<file path="src/rtl/alu_arb_pkg.sv">
// alu_arb_pkg: shared types and ALU op codes for the ALU arbiter.
package alu_arb_pkg;
    localparam int ALU_DATA_W = 32;
    localparam int ALU_OP_W = 4;
    localparam logic [ALU_OP_W-1:0] ALU_ADD = 4'd0;
    localparam logic [ALU_OP_W-1:0] ALU_SUB = 4'd1;
    typedef enum logic {PORT0, PORT1} port_e;
    typedef enum logic {UNLOCKED, LOCKED1} lock_state_e;
    typedef enum logic {EMPTY, FULL} slot_state_e;
    typedef struct packed {
        logic [ALU_OP_W-1:0]   op;
        logic [ALU_DATA_W-1:0] a;
        logic [ALU_DATA_W-1:0] b;
    } alu_req_t;
    typedef struct packed {
        logic [ALU_DATA_W-1:0] result;
        logic                  zero;
    } alu_rsp_t;
endpackage

</file>
<file path="src/rtl/alu_arb_rsp_slot.sv">
// alu_arb_rsp_slot: one registered response slot with valid/ready drain.
import alu_arb_pkg::*;
module alu_arb_rsp_slot #(
    parameter int DATA_WIDTH = 32
) (
    input  logic                  clk,
    input  logic                  rstn,
    input  logic                  load,
    input  logic [DATA_WIDTH-1:0] next_result,
    input  logic                  next_zero,
    input  logic                  ready,
    output logic                  valid,
    output logic [DATA_WIDTH-1:0] result,
    output logic                  zero,
    output logic                  free
);
    slot_state_e state;
    assign valid = state == FULL;
    // The slot can take a new result while its current one drains.
    assign free = state == EMPTY || ready;
    always_ff @(posedge clk) begin
        if (!rstn) begin
            state  <= EMPTY;
            result <= '0;
            zero   <= 1'b0;
        end else if (load) begin
            state  <= FULL;
            result <= next_result;
            zero   <= next_zero;
        end else if (ready) begin
            state  <= EMPTY;
        end
    end
endmodule

</file>
<file path="src/rtl/alu_arbiter.sv">
// alu_arbiter: shares one ALU between execute (port 0) and AMO (port 1) requesters.
// Define ALU_ARB_RR_EN for round-robin arbitration; otherwise port 0 has fixed priority.
import alu_arb_pkg::*;
module alu_arbiter #(
    parameter int DATA_WIDTH = 32,
    parameter int OP_WIDTH = 4
) (
    input  logic                  i_clk,
    input  logic                  i_rstn,
    input  logic                  i_req0_valid,
    output logic                  o_req0_ready,
    input  logic [OP_WIDTH-1:0]   i_req0_op,
    input  logic [DATA_WIDTH-1:0] i_req0_a,
    input  logic [DATA_WIDTH-1:0] i_req0_b,
    output logic                  o_rsp0_valid,
    input  logic                  i_rsp0_ready,
    output logic [DATA_WIDTH-1:0] o_rsp0_result,
    output logic                  o_rsp0_zero,
    input  logic                  i_req1_valid,
    output logic                  o_req1_ready,
    input  logic [OP_WIDTH-1:0]   i_req1_op,
    input  logic [DATA_WIDTH-1:0] i_req1_a,
    input  logic [DATA_WIDTH-1:0] i_req1_b,
    input  logic                  i_req1_lock,
    output logic                  o_rsp1_valid,
    input  logic                  i_rsp1_ready,
    output logic [DATA_WIDTH-1:0] o_rsp1_result,
    output logic                  o_rsp1_zero,
    output logic [OP_WIDTH-1:0]   o_alu_op,
    output logic [DATA_WIDTH-1:0] o_alu_a,
    output logic [DATA_WIDTH-1:0] o_alu_b,
    input  logic [DATA_WIDTH-1:0] i_alu_result,
    input  logic                  i_alu_zero
);
    logic free0, free1, elig0, grant0, grant1, acc0, acc1;
    lock_state_e lock_q;
`ifdef ALU_ARB_RR_EN
    logic elig1;
    port_e ptr_q;
`endif
    // Grants are formed from the other port's eligibility only, so ready never
    // depends on the same port's valid.
    always_comb begin
        elig0 = i_req0_valid & free0;
`ifdef ALU_ARB_RR_EN
        elig1 = i_req1_valid & free1;
        grant0 = lock_q == UNLOCKED && (ptr_q == PORT0 || !elig1);
        grant1 = lock_q == LOCKED1 || ptr_q == PORT1 || !elig0;
`else
        grant0 = lock_q == UNLOCKED;
        grant1 = lock_q == LOCKED1 || !elig0;
`endif
        o_req0_ready = grant0 & free0;
        o_req1_ready = grant1 & free1;
        acc0 = grant0 & free0 & i_req0_valid;
        acc1 = grant1 & free1 & i_req1_valid & !acc0;
        o_alu_op = acc0 ? i_req0_op : acc1 ? i_req1_op : OP_WIDTH'(ALU_ADD);
        o_alu_a = acc0 ? i_req0_a : acc1 ? i_req1_a : '0;
        o_alu_b = acc0 ? i_req0_b : acc1 ? i_req1_b : '0;
    end
    always_ff @(posedge i_clk) begin
        if (!i_rstn)
            lock_q <= UNLOCKED;
        else if (acc1)
            lock_q <= i_req1_lock ? LOCKED1 : UNLOCKED;
    end
`ifdef ALU_ARB_RR_EN
    always_ff @(posedge i_clk) begin
        if (!i_rstn)
            ptr_q <= PORT0;
        else if (acc0 | acc1)
            ptr_q <= acc0 ? PORT1 : PORT0;
    end
`endif
    alu_arb_rsp_slot #(.DATA_WIDTH(DATA_WIDTH)) u_slot0 (
        .clk(i_clk), .rstn(i_rstn), .load(acc0),
        .next_result(i_alu_result), .next_zero(i_alu_zero), .ready(i_rsp0_ready),
        .valid(o_rsp0_valid), .result(o_rsp0_result), .zero(o_rsp0_zero), .free(free0)
    );
    alu_arb_rsp_slot #(.DATA_WIDTH(DATA_WIDTH)) u_slot1 (
        .clk(i_clk), .rstn(i_rstn), .load(acc1),
        .next_result(i_alu_result), .next_zero(i_alu_zero), .ready(i_rsp1_ready),
        .valid(o_rsp1_valid), .result(o_rsp1_result), .zero(o_rsp1_zero), .free(free1)
    );
endmodule

</file>
<file path="config.mk">
export PLATFORM = sky130hd
export DESIGN_NAME = alu_arbiter
export DESIGN_NICKNAME = d
export VERILOG_FILES = /design/src/rtl/alu_arb_pkg.sv /design/src/rtl/alu_arb_rsp_slot.sv /design/src/rtl/alu_arbiter.sv
export SDC_FILE = /design/constraint.sdc
export NUM_CORES = 1
export LEC_CHECK = 0
export ABC_AREA = 1
export CORE_AREA = 2 2 121 123
export DETAILED_ROUTE_END_ITERATION = 8
export DIE_AREA = 0 0 123 125
export PLACE_DENSITY_LB_ADDON = 0.12
export SLEW_MARGIN = 20
export SYNTH_ARGS = -nofsm -noshare
export SYNTH_HDL_FRONTEND = slang
export SYNTH_SLANG_ARGS = --single-unit
</file>
<file path="constraint.sdc">
create_clock -name i_clk -period 2.05 [get_ports i_clk]
set_input_delay 0.41 -clock i_clk [delete_from_list [all_inputs] [get_ports i_clk]]
set_output_delay 0.41 -clock i_clk [all_outputs]
set_load 0.02 [all_outputs]
</file>
==> flow_summary.toml, run 1 <==
[power]
irDropWorstVdd_mv = 0.3717
powerDensity_mw_per_mm2 = 634.8
leakagePower_nw = 3.943

[place]
place.gp.congestion = 0.8651
portBuffers = 313
dp_cells = 1143
hpwl_mm = 13.46

[worst_hold_path]
whs_path_depth = 2
hold_path.class = "reg2reg"

[synthesis]
ys_ff_latch = 69
syn_inst = 669
ys_types = 19
ys_warn_count = 0
synth.avg_cell_area_um2 = 5.897
netlist_area_mm2 = 0.003945
syn-num-nets = 845
yosysSeqAreaShare_pct = 35.01

[job]
drv_cap = 0

[layout]
area_growth_pct = 102.9
instances_no_fill = 1178
most-common-layout-cells = "clkdlybuf4s50_1 (240), nand2_1 (194), inv_1 (173)"
layout-drive-gt1-share_pct = 16.62
layout_commonest_cell = "clkdlybuf4s50_1"
utilization_pct = 56.37
layout.nets = 1164

[route]
wl_per_cell_um = 15.84
dr.pass1.iters = 4
drt_iter0_markers = 197
viasPerCell = 4.318
drc = 0
ant_nets = 0
routed_wl_mm = 18.66
vias = 5087

[floorplan]
io_pins = 314
core.rowCount = 44
initial_core_util_pct = 27.77
dieHeight_um = 125
core_mm2 = 0.01420
fp.dieW_um = 123
dieArea_mm2 = 0.01538

[timing]
slew-limit-headroom_pct = 54.47
rsz0062_at_grt = "yes"
setup_viol = 1
fin_skew_ns = 0.009617
tightest_slew_ns = 0.6829
fin_ws_ns = -0.01521
hold_viol_final = 0
fin_crit_ns = 2.065
finalMaxSlewViolations = 0
timing.final.crit_share_pct = 100.7
max_freq_mhz = 484.2

[clock_tree]
clk_latency_ns = 0.33
cts_made_buffers = 9
cts_root_buf = "clkbuf_16"
clock_sinks = 69
hold_buffers = 0
ctsLongestPathBuffers = 2
htree_levels = 3
cts_tree = "yes"
clk_pin_slew_ns = 0.06

[critical_path]
reg2regPathDepth = 8
worst_ep_required_time_ns = 1.64
critical-path-top-delay-family = "buffers and inverters"
cp.depth = 6
crit_path_start_kind = "flip-flop"
slowest_stage = "dfxtp_2"
crit_arrival_ns = 1.66
cp-end-kind = "primary output"
worstPathCellList = "nand2_4 -> nand3_4 -> nand3_4 -> bufbuf_16 -> o21ai_0 -> buf_2"
critical_path_class = "reg2out"
worst-path-buf-inv = 2
path_max_fanout = 11
slowest_delay_ns = 0.34
cp_common_cell = "nand3_4"

[global_route]
grt_usage_pct = 23.10
antenna_found_initial = 1
grt_pass1_vias = 4654
grt_remaining_overflow = 0
grt_pass1_wl_mm = 26.81
grt_max_degree = 68

[status]
status = "finished, violations left"
violations = "setup timing"
final cells by class:
cell class	instances	area [um2]
Clock inverter	7	73.82
Tap cell	184	230.2
Inverter	176	673.1
Fill cell	1383	6197
Antenna cell	1	2.502
Sequential cell	69	1383
Multi-Input combinational cell	380	1871
Clock buffer	9	225.2
Timing Repair Buffer	352	3548
synth_stat cells, drive strengths merged:
cell / count / area share, %
dfxtp: 69 / 35
a31oi: 1 / 0.16
o21ai: 69 / 8.8
nand2: 205 / 20
buf: 33 / 5.0
clkinv: 1 / 0.095
nand4: 34 / 5.4
a21oi: 34 / 4.3
clkbuf: 11 / 1.0
inv: 175 / 17
nor2: 35 / 3.3
nand3: 2 / 0.70
layer usage:
| metal | vias to the layer above | track usage, % | part of all wire, % |
|---|---|---|---|
| met1 | 2257 | 27.29 | 40 |
| met3 | 14 | 7.254 | 9.9 |
| met2 | 182 | 40.17 | 49 |
| met5 | - | 0 | 0 |
| met4 | 0 | 5.949 | 0.96 |
| li1 | 2634 | - | - |
power breakdown:
part           total (mW)  switching [mW]  internal (mW)
clock network        1.56           0.610          0.947
logic                2.02            1.02           1.00
registers            1.50          0.0534           1.45
total                5.08            1.68           3.40
metrics by stage:
stage	hold slack (ns)	TNS [ns]	cell area [um2]	power, mW	worst slack [ns]
5_1_grt	0.4811	-0.3334	8006	5.329	-0.04748
3_3_place_gp	0.4524	-39.24	7267	3.364	-0.6410
4_1_cts	0.4631	-0.3667	7764	5.046	-0.05087
6_report	0.4634	-0.01521	8006	5.083	-0.01521
3_5_place_dp	0.4541	-39.32	7267	3.366	-0.6325
2_1_floorplan	0.4949	0	3945	2.354	0.1202
sequential cells by signal, summed over array words and instances (netlist names):
signal / count
u_slot0.result: 32
u_slot1.result: 32
lock_q: 1
u_slot0.valid: 1
u_slot0.zero: 1
u_slot1.valid: 1
u_slot1.zero: 1
worst reg2reg max path, delay by kind of cell, from the launching register on:
kind,cells,cell delay [ns]
buf+inv,3,0.79
flops,1,0.34
simple gates,5,0.51
final timing paths:
path,slack (ns),startpoint,to
worst min register to register,0.46,u_slot0.result[7],u_slot0.result[7]
worst max-delay path,-0.02,u_slot0.valid,o_alu_op[3]
worst min-delay path,0.46,u_slot0.result[7],u_slot0.result[7]
worst max register to register,0.31,u_slot0.valid,u_slot1.result[17]
kinds of logic after synthesis:
logic type,count (synthesis),share of synthesized area [%]
and+or+nand+nor,276,28.99
AOI/OAI and AO/OA,104,13.23
buffers and inverters,220,22.77
DFF,69,35.01
what timing repair did:
| item | CTS | global route |
|---|---|---|
| setup endpoints to repair | 70 | 57 |
| gates resized for setup | 357 | 81 |
| buffers inserted | 10 | 1 |
| cloned | 7 | 0 |
| pin swaps | 6 | 6 |
Power figures use the tool's default switching activity.
==> run 2, diff against run 1 <==
--- a/config.mk
+++ b/config.mk
@@ -7,9 +7,11 @@
 export LEC_CHECK = 0
 export ABC_AREA = 1
 export CORE_AREA = 2 2 121 123
+export CTS_CLUSTER_SIZE = 8
 export DETAILED_ROUTE_END_ITERATION = 8
 export DIE_AREA = 0 0 123 125
 export PLACE_DENSITY_LB_ADDON = 0.12
+export RECOVER_POWER = 100
 export SLEW_MARGIN = 20
 export SYNTH_ARGS = -nofsm -noshare
 export SYNTH_HDL_FRONTEND = slang
==> results of run 2 <==
The final DEF is identical to that of run 1; final timing and power are the same.
==> run 3, diff against run 2 <==
--- a/config.mk
+++ b/config.mk
@@ -10,6 +10,7 @@
 export CTS_CLUSTER_SIZE = 8
 export DETAILED_ROUTE_END_ITERATION = 8
 export DIE_AREA = 0 0 123 125
+export MAX_ROUTING_LAYER = met4
 export PLACE_DENSITY_LB_ADDON = 0.12
 export RECOVER_POWER = 100
 export SLEW_MARGIN = 20
==> flow_summary.toml, run 3 (synthesized netlist as in run 1, its figures left out) <==
[timing]
timing.final.crit_share_pct = 99.63
fin_crit_ns = 2.042
fin_skew_ns = 0.005523
slew-limit-headroom_pct = 54.61
finalMaxSlewViolations = 0
rsz0062_at_grt = "yes"
tightest_slew_ns = 0.6809
fin_ws_ns = 0.007511
setup_viol = 0
max_freq_mhz = 489.6
whs_ns = 0.4632
hold_viol_final = 0

[place]
portBuffers = 313
place_area_mm2 = 0.007274
hpwl_mm = 13.53
place.gp.congestion = 0.8874
place_ws_ns = -0.7013
dp_cells = 1144

[layout]
regArea_mm2 = 0.001384
layout.nets = 1166
layout-drive-gt1-share_pct = 17.69
final_cell_area_mm2 = 0.008098
largest_registers = "u_slot0.result x32, u_slot1.result x32"
fill_cells = 1407
utilization_pct = 57.01
antennaDiodeCount = 0
multi_input_comb_area_mm2 = 0.001921
layout_commonest_cell = "clkdlybuf4s50_1"
area_growth_pct = 105.3
instances_no_fill = 1179
most-common-layout-cells = "clkdlybuf4s50_1 (239), nand2_1 (190), inv_1 (173)"

[power]
powerDensity_mw_per_mm2 = 632.8
irDropWorstVdd_mv = 0.4768
leakagePower_nw = 3.970

[critical_path]
crit_path_start_kind = "flip-flop"
cp_common_cell = "buf_12"
worstPathCellList = "nand2_4 -> nand3_4 -> buf_12 -> inv_16 -> buf_12 -> clkbuf_16 -> nand2_1 -> o21ai_1 -> buf_4"
cp-end-kind = "primary output"
worst_ep_required_time_ns = 1.64
slowest_delay_ns = 0.33
path_max_fanout = 6
critical_path_class = "reg2out"
crit_arrival_ns = 1.63
slowest_stage = "dfxtp_2"

[floorplan]
dieArea_mm2 = 0.01538
initial_core_util_pct = 27.77
io_pins = 314
core.rowCount = 44
fp.dieW_um = 123
dieHeight_um = 125
core_mm2 = 0.01420

[clock_tree]
cts_root_buf = "clkbuf_16"
cts_tree = "yes"
ctsLongestPathBuffers = 2
clock_sinks = 69
clk_pin_slew_ns = 0.06
clk_latency_ns = 0.33
cts_made_buffers = 9
hold_buffers = 0
htree_levels = 3

[route]
dr.pass1.iters = 6
ant_nets = 0
viasPerCell = 4.326
drc = 0
vias = 5100
drt_iter0_markers = 253
wl_per_cell_um = 15.91
routed_wl_mm = 18.76

[global_route]
grt_max_degree = 68
grt_usage_pct = 23.88
grt_pass1_vias = 4708
grt_pass1_wl_mm = 26.99
antenna_found_initial = 0
grt_remaining_overflow = 0

[worst_hold_path]
hold_path.class = "reg2reg"

[status]
status = "finished clean"

[job]
drv_cap = 0
-- run 3: cell type report --
| cell class | instances | share of cell area, % |
|---|---|---|
| clock inverters | 6 | 0.7571 |
| clock buffers | 10 | 2.951 |
| repair buffers | 354 | 44.28 |
| multi-input cells | 380 | 23.72 |
| inverters | 176 | 8.359 |
| flip-flops and latches | 69 | 17.09 |
| well taps | 184 | 2.843 |
-- run 3: timing repair --
action,CTS,global route
setup endpoints to repair,70,69
resized for setup,347,123
gates cloned,6,2
setup buffers,11,1
pin swaps,4,5
-- run 3: through the flow --
stage	setup TNS [ns]	power [mW]
4_1_cts	-0.3725	5.019
2_1_floorplan	0	2.354
3_5_place_dp	-41.47	3.372
5_1_grt	-1.819	5.389
6_report	0	5.124
3_3_place_gp	-40.25	3.369
-- run 3: worst paths after layout --
check / to / cells after the start / slack [ns] / startpoint
min: u_slot0.result[12] / 2 / 0.46 / u_slot0.result[12]
max: o_alu_a[4] / 9 / 0.008 / u_slot0.valid
min reg2reg: u_slot0.result[12] / 2 / 0.46 / u_slot0.result[12]
max reg2reg: lock_q / 7 / 0.43 / u_slot0.valid
-- run 3: metal layers --
metal | up-vias | track usage, % | share of wire, %
met5 | - | - | 0
met1 | 2244 | 28.41 | 40
met2 | 193 | 38.74 | 48
li1 | 2631 | - | -
met3 | 32 | 6.387 | 9.3
met4 | 0 | 8.155 | 2.8
-- run 3: worst max-delay path: cells and delay by family, from the launching register on --
kind	cells	cell delay [ns]
buffers and inverters	5	0.65
AND/OR/NAND/NOR	3	0.23
flip-flops	1	0.33
AO/OA/AOI/OAI	1	0.07
-- run 3: power breakdown --
group	leakage (nW)	internal (mW)	total [mW]	switching, mW
Sequential	0.570	1.45	1.50	0.0542
Clock	0.149	0.972	1.56	0.590
Combinational	3.25	1.02	2.06	1.04
